--- config.mk ---
export PLATFORM = sky130hd
export DESIGN_NAME = rv_div_unit
export DESIGN_NICKNAME = d
export VERILOG_FILES = /design/src/rtl/rv_div_pkg.sv /design/src/rtl/rv_div_step.sv /design/src/rtl/rv_div_unit.sv
export SDC_FILE = /design/constraint.sdc
export NUM_CORES = 1
export LEC_CHECK = 0
export CAP_MARGIN = 15
export CELL_PAD_IN_SITES_DETAIL_PLACEMENT = 2
export CELL_PAD_IN_SITES_GLOBAL_PLACEMENT = 2
export CORE_AREA = 4 4 219 200
export DETAILED_ROUTE_END_ITERATION = 8
export DIE_AREA = 0 0 223 204
export PLACE_DENSITY = 0.77
export RECOVER_POWER = 50
export SLEW_MARGIN = 40
export SYNTH_ARGS = -nofsm -noshare
export SYNTH_HDL_FRONTEND = slang
export SYNTH_SLANG_ARGS = --single-unit
export TNS_END_PERCENT = 5
--- constraint.sdc ---
create_clock -name Clk -period 6.9 [get_ports Clk]
set_input_delay 0.69 -clock Clk [delete_from_list [all_inputs] [get_ports Clk]]
set_output_delay 0.69 -clock Clk [all_outputs]
set_load 0.05 [all_outputs]
--- src/rtl/rv_div_pkg.sv ---
// Shared types and helpers for the RV32M divide unit: op encoding (funct3[1:0]),
// FSM state encoding and op classification.
package rv_div_pkg;

    typedef enum logic [1:0] {
        DIV  = 2'd0,
        DIVU = 2'd1,
        REM  = 2'd2,
        REMU = 2'd3
    } div_op_e;

    typedef enum logic [1:0] {
        IDLE = 2'd0,
        CALC = 2'd1,
        DONE = 2'd2
    } div_state_e;

    function automatic logic is_signed_op(div_op_e op);
        return (op == DIV) || (op == REM);
    endfunction

    function automatic logic is_rem_op(div_op_e op);
        return (op == REM) || (op == REMU);
    endfunction

endpackage

--- src/rtl/rv_div_step.sv ---
// One restoring division iteration: shift in a dividend bit, subtract the divisor if it fits.
// Purely combinational; no handshake.
module rv_div_step #(
    parameter int DATA_WIDTH = 32
) (
    input  logic [DATA_WIDTH-1:0] rem_in,
    input  logic                  dividend_bit,
    input  logic [DATA_WIDTH-1:0] divisor,
    output logic [DATA_WIDTH-1:0] rem_out,
    output logic                  quot_bit
);

    logic [DATA_WIDTH:0] shifted;
    logic [DATA_WIDTH:0] diff;

    // W+1 bits: the incoming remainder is < divisor, so the shifted value can need one more bit.
    assign shifted  = {rem_in, dividend_bit};
    assign diff     = shifted - {1'b0, divisor};
    assign quot_bit = (shifted >= {1'b0, divisor});
    assign rem_out  = quot_bit ? diff[DATA_WIDTH-1:0] : shifted[DATA_WIDTH-1:0];

endmodule

--- src/rtl/rv_div_unit.sv ---
// Radix-2 restoring DIV/DIVU/REM/REMU; DATA_WIDTH cycles accept-to-result, 1 cycle for div-by-zero/overflow.
// One op in flight: in_ready low until the result handshake; result held under out_ready backpressure.
module rv_div_unit
    import rv_div_pkg::*;
#(
    parameter int DATA_WIDTH = 32
) (
    input  logic                  Clk,
    input  logic                  Rst,
    input  logic                  flush,
    input  logic                  in_valid,
    output logic                  in_ready,
    input  div_op_e               Op,
    input  logic [DATA_WIDTH-1:0] Divident,
    input  logic [DATA_WIDTH-1:0] Divisor,
    output logic                  out_valid,
    input  logic                  out_ready,
    output logic [DATA_WIDTH-1:0] Result,
    output logic                  Dbz
);

    localparam int W     = DATA_WIDTH;
    localparam int CNT_W = $clog2(W);
    localparam logic [W-1:0]     MIN_VAL  = {1'b1, {(W-1){1'b0}}};
    localparam logic [CNT_W-1:0] LAST_CNT = CNT_W'(W - 1);

    div_state_e     state_q;
    logic [CNT_W-1:0] cnt_q;
    div_op_e        op_q;
    logic [W-1:0]   dvd_q;
    logic [W-1:0]   dvs_q;
    logic [W-1:0]   rem_q;
    logic [W-1:0]   quo_q;
    logic           sign_q_q;
    logic           sign_r_q;
    logic [W-1:0]   result_q;
    logic           dbz_q;

    logic           op_signed;
    logic           a_neg;
    logic           b_neg;
    logic [W-1:0]   a_mag;
    logic [W-1:0]   b_mag;
    logic           div_zero;
    logic           sovf;
    logic           special;
    logic [W-1:0]   spec_res;

    logic           calc;
    logic [W-1:0]   step_rem_in;
    logic           step_bit;
    logic [W-1:0]   step_dvs;
    logic [W-1:0]   step_rem_out;
    logic           step_qbit;

    logic [W-1:0]   quo_fin;
    logic [W-1:0]   res_quo;
    logic [W-1:0]   res_rem;
    logic [W-1:0]   fin_res;

    assign in_ready  = (state_q == IDLE) && !Rst && !flush;
    assign out_valid = (state_q == DONE);
    assign Result    = result_q;
    assign Dbz       = dbz_q;

    assign op_signed = is_signed_op(Op);
    assign a_neg     = op_signed && Divident[W-1];
    assign b_neg     = op_signed && Divisor[W-1];
    assign a_mag     = a_neg ? -Divident : Divident;
    assign b_mag     = b_neg ? -Divisor  : Divisor;
    assign div_zero  = (Divisor == '0);
    assign sovf      = op_signed && (Divident == MIN_VAL) && (Divisor == '1);
    assign special   = div_zero || sovf;

    always_comb begin
        spec_res = '0;
        if (is_rem_op(Op)) begin
            spec_res = div_zero ? Divident : '0;
        end else begin
            spec_res = div_zero ? '1 : MIN_VAL;
        end
    end

    // The first iteration runs on the accept edge straight from the operand magnitudes,
    // so the remaining W-1 iterations fit in CALC and the result lands W cycles after accept.
    assign calc        = (state_q == CALC);
    assign step_rem_in = calc ? rem_q      : '0;
    assign step_bit    = calc ? dvd_q[W-1] : a_mag[W-1];
    assign step_dvs    = calc ? dvs_q      : b_mag;

    rv_div_step #(
        .DATA_WIDTH(W)
    ) u_step (
        .rem_in       (step_rem_in),
        .dividend_bit (step_bit),
        .divisor      (step_dvs),
        .rem_out      (step_rem_out),
        .quot_bit     (step_qbit)
    );

    assign quo_fin = {quo_q[W-2:0], step_qbit};
    assign res_quo = sign_q_q ? -quo_fin      : quo_fin;
    assign res_rem = sign_r_q ? -step_rem_out : step_rem_out;
    assign fin_res = is_rem_op(op_q) ? res_rem : res_quo;

    always_ff @(posedge Clk) begin
        if (Rst) begin
            state_q  <= IDLE;
            cnt_q    <= '0;
            op_q     <= DIVU;
            dvd_q    <= '0;
            dvs_q    <= '0;
            rem_q    <= '0;
            quo_q    <= '0;
            sign_q_q <= 1'b0;
            sign_r_q <= 1'b0;
            result_q <= '0;
            dbz_q    <= 1'b0;
        end else if (flush) begin
            state_q <= IDLE;
        end else begin
            case (state_q)
                IDLE: begin
                    if (in_valid) begin
                        op_q     <= Op;
                        dbz_q    <= div_zero;
                        sign_q_q <= a_neg ^ b_neg;
                        sign_r_q <= a_neg;
                        dvs_q    <= b_mag;
                        if (special) begin
                            result_q <= spec_res;
                            state_q  <= DONE;
                        end else begin
                            rem_q   <= step_rem_out;
                            quo_q   <= {{(W-1){1'b0}}, step_qbit};
                            dvd_q   <= {a_mag[W-2:0], 1'b0};
                            cnt_q   <= CNT_W'(1);
                            state_q <= CALC;
                        end
                    end
                end
                CALC: begin
                    rem_q <= step_rem_out;
                    quo_q <= quo_fin;
                    dvd_q <= {dvd_q[W-2:0], 1'b0};
                    cnt_q <= cnt_q + CNT_W'(1);
                    if (cnt_q == LAST_CNT) begin
                        result_q <= fin_res;
                        state_q  <= DONE;
                    end
                end
                DONE: begin
                    if (out_ready) begin
                        state_q <= IDLE;
                    end
                end
                default: state_q <= IDLE;
            endcase
        end
    end

endmodule

---- Yosys cells after proc, flatten, opt, wreduce, memory -nomap -nowiden ----
Index checks and enable logic that the tools add are counted.
word-level totals
  flip-flop bits (word level) ............. 171
  output and inout port bits .............. 35
  logic and storage cells ................. 88
operators by class
  add/sub/neg operators ................... 6
  $lt $le $gt $ge ......................... 1
  equal/unequal tests ..................... 14
  multiplexer cells ....................... 33
  bitwise logic cells ..................... 2
  reductions and logical operators ........ 21
operator list
  kind                                                              number
  32-bit 2-to-1 mux                                                 17
  32-bit one-hot mux with 2 select lines                            3
  32-bit negation                                                   4
  31-bit 2-to-1 mux                                                 3
  32-bit == test (second input constant)                            2
  31-bit one-hot mux with 2 select lines                            1
  33-bit by 32-bit greater-or-equal comparator with 1-bit output    1
  32-bit logical NOT                                                1
  32-bit subtractor                                                 1
  2-bit == test (second input constant)                             5
  5-bit 2-to-1 mux                                                  2
  5-bit one-hot mux with 2 select lines                             1
  2-bit 2-to-1 mux                                                  4
  1-bit logical AND                                                 6
  2-bit != test (second input constant)                             3
  2-bit one-hot mux with 3 select lines                             1
  3-bit AND reduction                                               2
  5-bit by 1-bit adder with 5-bit output (second input constant)    1
  5-bit == test (second input constant)                             1
  5-bit AND reduction                                               1
  2-bit logical NOT                                                 2
  1-bit logical OR                                                  4
  2-bit by 1-bit != test with 1-bit output (second input constant)  2
  4-bit AND reduction                                               1
  7 further kinds                                                   8

---- Depth between registers and ports, before layout ----
  depth after elaboration ................. 12
  mapped depth ............................ 34
  mapped depth without buffers ............ 28

---- Modules after synthesis ----
From an unflattened synthesis, not the netlist that was laid out.
unflattened totals
  cells, all modules ...................... 1767
  area total of the unflattened synthesis .. 12612.1 sq um
by module, submodules not included
  module       times used  cells each  area an instance (sq um)
  rv_div_unit  1           1397        10277.4
  rv_div_step  1           370         2334.7

---- Worst setup path after synthesis ----
OpenSTA, ideal clock, no wires.
  kind .................................... input port to flip-flop
  start ................................... input port Divisor[3]
  end ..................................... register result_q[28] (netlist: Result[28])
  arrival ................................. 6724 ps
  data required time ...................... 6780 ps
  slack ................................... 57 ps
  stages on the path ...................... 33
  cell sequence ........................... or4_1 > or4_1 > nor2_1 > and3_1 > nand2_1 > nor2_1 > a21oi_1 > xnor2_1 > nand2_1 > o21ai_0 > ha_1 > buf_2 > nand4_1 > nor2_1 > a211oi_1 > o211ai_2 > or2_1 > buf_6 > inv_2 > buf_6 > buf_2 > buf_2 > buf_2 > nand2_1 > nand2_1 > ha_1 > nand4_1 > or3_4 > o41a_1 > o41ai_2 > xnor2_1 > a211oi_1 > a211o_1
on the way
  word-level cells in the longest chain between the ends .. 10
RTL lines
  what                                                                                                 line                                  RTL
  start: declaration                                                                                   rv_div_unit.sv:15                     input logic [DATA_WIDTH-1:0] Divisor,
  32-bit negation                                                                                      rv_div_unit.sv:70                     assign b_mag = b_neg ? -Divisor : Divisor;
  32-bit 2-to-1 mux                                                                                    rv_div_unit.sv:70
  32-bit 2-to-1 mux                                                                                    rv_div_unit.sv:89                     assign step_dvs = calc ? dvs_q : b_mag;
  32-bit subtractor or 33-bit by 32-bit greater-or-equal comparator with 1-bit output (tied branches)  rv_div_step.sv:18, rv_div_step.sv:19
  32-bit 2-to-1 mux                                                                                    rv_div_step.sv:20                     assign rem_out = quot_bit ? diff[DATA_WIDTH-1:0] : shifted[DATA_WIDTH-1:0];
  32-bit negation                                                                                      rv_div_unit.sv:103                    assign res_rem = sign_r_q ? -step_rem_out : step_rem_out;
  32-bit 2-to-1 mux                                                                                    rv_div_unit.sv:103
  32-bit 2-to-1 mux                                                                                    rv_div_unit.sv:104                    assign fin_res = is_rem_op(op_q) ? res_rem : res_quo;
  32-bit 2-to-1 mux                                                                                    rv_div_unit.sv:147                    if (cnt_q == LAST_CNT) begin
  32-bit one-hot mux with 2 select lines                                                               rv_div_unit.sv:122                    case (state_q)
  end signal: assignment                                                                               rv_div_unit.sv:131                    result_q <= spec_res;
  end signal: assignment                                                                               rv_div_unit.sv:148                    result_q <= fin_res;
  end: declaration                                                                                     rv_div_unit.sv:36                     logic [W-1:0] result_q;
Several ways; a longest one is shown, not always the timed one. The select of a mux whose other input is x is not followed.
A chain may end at the register's enable or synchronous reset.

---- Worst setup path after layout ----
  start ................................... input port Divisor[3]
  end ..................................... register result_q[26] (netlist: Result[26])
The elaborated chain is that of the path after synthesis.

==> impl_metrics.csv <==
group,metric,value,unit
run_status,status,"complete, but fails checks",
run_status,violations,"capacitance limit, slew limit",
die,die_h,204,um
grt,grt_use_total,26.2,%
synthesis,synthCells,1796,
drt,via_count,14700,
cells_and_area,drive_gt1_share,12.7,%
worst_setup_path,cp.required,7320,ps
power,ir_worst_vdd,0.000136,V
worst_setup_path,regToRegStartpoint,"state_q[0]$_SDFFE_PP0P_",
sta,skew,15.2,ps
drt,dr.max_layer_used,"met4",
cells_and_area,antennaDiodeCount,0,
grt,antenna_found_initial,0,
sta,rsz0062_at_grt,"yes",
synthesis,synth.distinct_cells,84,
drt,drt_iter0_drc,993,
worst_setup_path,worstSetupPathType,"in -> reg",
drt,dr_wl_met2,28100,um
clock_network,cts_root_buf,"clkbuf_16",
synthesis,synth_fp_nets,1907,
synthesis,yosys_warnings,0,
sta,worst_slew_pin_slew,2980,ps
synthesis,synth_top_area_cell,"dfxtp_1",
synthesis,yosysSeqAreaShare,26.5,%
worst_setup_path,cp.arrival,7110,ps
sta,max_freq,0.149,GHz
synthesis,syn_avg_cell_area,7.10,um^2
sta,slew_headroom,-98.6,%
synthesis,synth_area_leaders,"dfxtp_1 (27%), nand2_1 (8.2%), a21oi_1 (6.9%)",
synthesis,synth-edff-count,0,
grt,grt_pass1_vias,15600,
drt,routedWlPerCell,24.0,um
die,start_util,30.7,%
synthesis,yosysTopAreaCellShare,26.5,%
synthesis,ys_seq_elements,169,
synthesis,netlist_area,12800,um^2
clock_network,clkTransAtPathRegs,70,ps
die,pin_count,106,
cells_and_area,utilization,38.9,%
drt,routed_wl,61100,um
placed_design,numPortBuffers,105,
clock_network,clockBufferDepth,2,
grt,grt_pass1_wl,94000,um
die,coreArea,41500,um^2
hold_path,hp-start,"Result[5]$_SDFFE_PP0P_",
power,leakage,0.00632,uW
drt,first_pass_iters,5,
die,rows,71,
worst_setup_path,crit_path_start_kind,"primary input",
hold_path,holdCritPathClass,"reg -> reg",
drt,drt-met1-wl,29300,um
die,fp.dieW,223,um
worst_setup_path,end_kind,"register",
job,drv_cap,1,
clock_network,h-tree-depth,4,
placed_design,dp_cells,2514,
clock_network,clk_latency,470,ps
drt,met3_length,2540,um
clock_network,cts.sinks,169,
synthesis,synthArstFlopShare,0,%
synthesis,synth_flop_cell,"dfxtp_1",
cells_and_area,fin_cells,2547,
cells_and_area,area_growth,26.4,%
sta,maxSlewViolCount,68,
sta,fin_tns_setup,0,ps
sta,finalCritPeriodShare,97.0,%
worst_setup_path,rrSetupSlack,680,ps
clock_network,cts_tree,"done",
worst_setup_path,path_max_fanout,8,
grt,grt-ovfl-total,0,
clock_network,numCtsBuffers,17,
placed_design,gp_congestion,0.908,
power,p_per_area,183,nW/um^2
sta,setup_viol,0,
synthesis,synthTopCellsByCount,"nand2_1 (280), nor2_1 (187), a21oi_1 (176)",
cells_and_area,finalNetCount,2100,
placed_design,place_hpwl,46800,um
worst_setup_path,crit_start,"Divisor[3]",
sta,min_period,6690,ps
cells_and_area,n_fill_cell,4862,
synthesis,synth.most_common_cell,"nand2_1",
grt,grt_max_degree,77,
drt,vias_per_cell,5.75,
drt,drc,0,
die,die-area,45500,um^2
sta,finalHoldViolCount,0,
drt,drtAntennaViolNets,0,
metal layers:
| layer | up-vias | global-route usage [%] |
|---|---|---|
| li1 | 6826 | - |
| met1 | 7462 | 36.8 |
| met2 | 313 | 42.7 |
| met3 | 52 | 3.86 |
| met4 | 0 | 5.70 |
| met5 | - | 0 |
final timing paths:
check / endpoint / depth (start not counted)
min: Result[5]$_SDFFE_PP0P_ / 2
max reg2reg: Result[25]$_SDFFE_PP0P_ / 21
max: Result[26]$_SDFFE_PP0P_ / 27
min reg2reg: Result[5]$_SDFFE_PP0P_ / 2
cells by family after synthesis:
group           after synthesis  share of synthesized area [%]
mux                          16                           1.28
flops                       169                           26.5
compound gates              558                           27.8
xor+xnor                    139                           9.54
buf+inv                     161                           5.08
simple gates                713                           25.7
fa+ha+maj                    40                           3.98
where the power goes:
group,internal (uW),switching (uW),leakage (uW),total (uW)
registers,1010,24.2,0.00138,1040
clock network,615,465,0.000297,1080
logic,321,505,0.00465,827
worst max-delay path, cell delays in order:
cell	delay, ps
clkdlybuf4s50_1	410
or4_1	570
nor3_1	190
buf_4	210
nand4_1	270
o31ai_1	320
xor2_1	240
nand2_1	80
o21ai_0	170
ha_1	350
a21o_1	220
a21oi_1	200
a21boi_1	230
o211ai_2	120
or2_2	370
inv_2	170
ha_1	210
nand3_1	180
or3_1	420
or2_2	310
o31ai_2	290
xnor2_1	170
nor2_1	70
o21ai_0	230
o221ai_1	180
buf_4	180
nand2_1	50
registers in the layout, indices dropped and copies added, names as in the netlist:
name and count:
rem_q 32, dvs_q 32, Dbz 1, state_q 2, op_q 1, cnt_q 5
quo_q 31, sign_r_q 1, dvd_q 31, Result 32, sign_q_q 1
timing repair:
item | 4_1_cts | 5_1_grt
buffers inserted | 0 | 3
setup endpoints to repair | 0 | 14
gates resized for setup | 0 | 11
endpoints found under the hold margin | 0 | 0
hold buffers | 0 | 0
layout make-up:
type,instances,area (um^2),share of cell area (%)
clock inverters,10,168,1.04
inverters,38,143,0.885
multi-input cells,1466,8790,54.5
repair buffers,297,2510,15.6
well taps,547,684,4.25
clock buffers,20,447,2.77
flip-flops and latches,169,3380,21.0
placed cells by master (no fill, tap or decap), types with 14 or more instances in the layout:
cell,count
mux2i_1,14
nand4_1,18
clkbuf_16,17
and2_1,25
nand2_1,280
a211oi_1,75
or3_1,29
ha_1,39
clkdlybuf4s50_1,66
nand3_1,36
dfxtp_1,169
nor4_1,15
nor3_1,41
xor2_1,68
o211ai_1,37
o31ai_1,19
dlygate4sd3_1,38
xnor2_1,71
o221ai_1,18
o21ai_0,115
inv_1,37
a21oi_1,173
buf_4,186
nor2_1,186
per-stage QoR:
step | setup slack (ps) | instance area (um^2) | hold slack, ps | power (uW)
floorplan | 56.5 | 12800 | 432 | 1490
global placement | -3.02 | 15400 | 430 | 1830
detailed placement | -239 | 15500 | 439 | 1860
CTS | 212 | 16100 | 449 | 2950
global route | -48.6 | 16100 | 484 | 3080
finish | 205 | 16100 | 439 | 2950
Note: power is estimated with default switching activity, not from simulation.
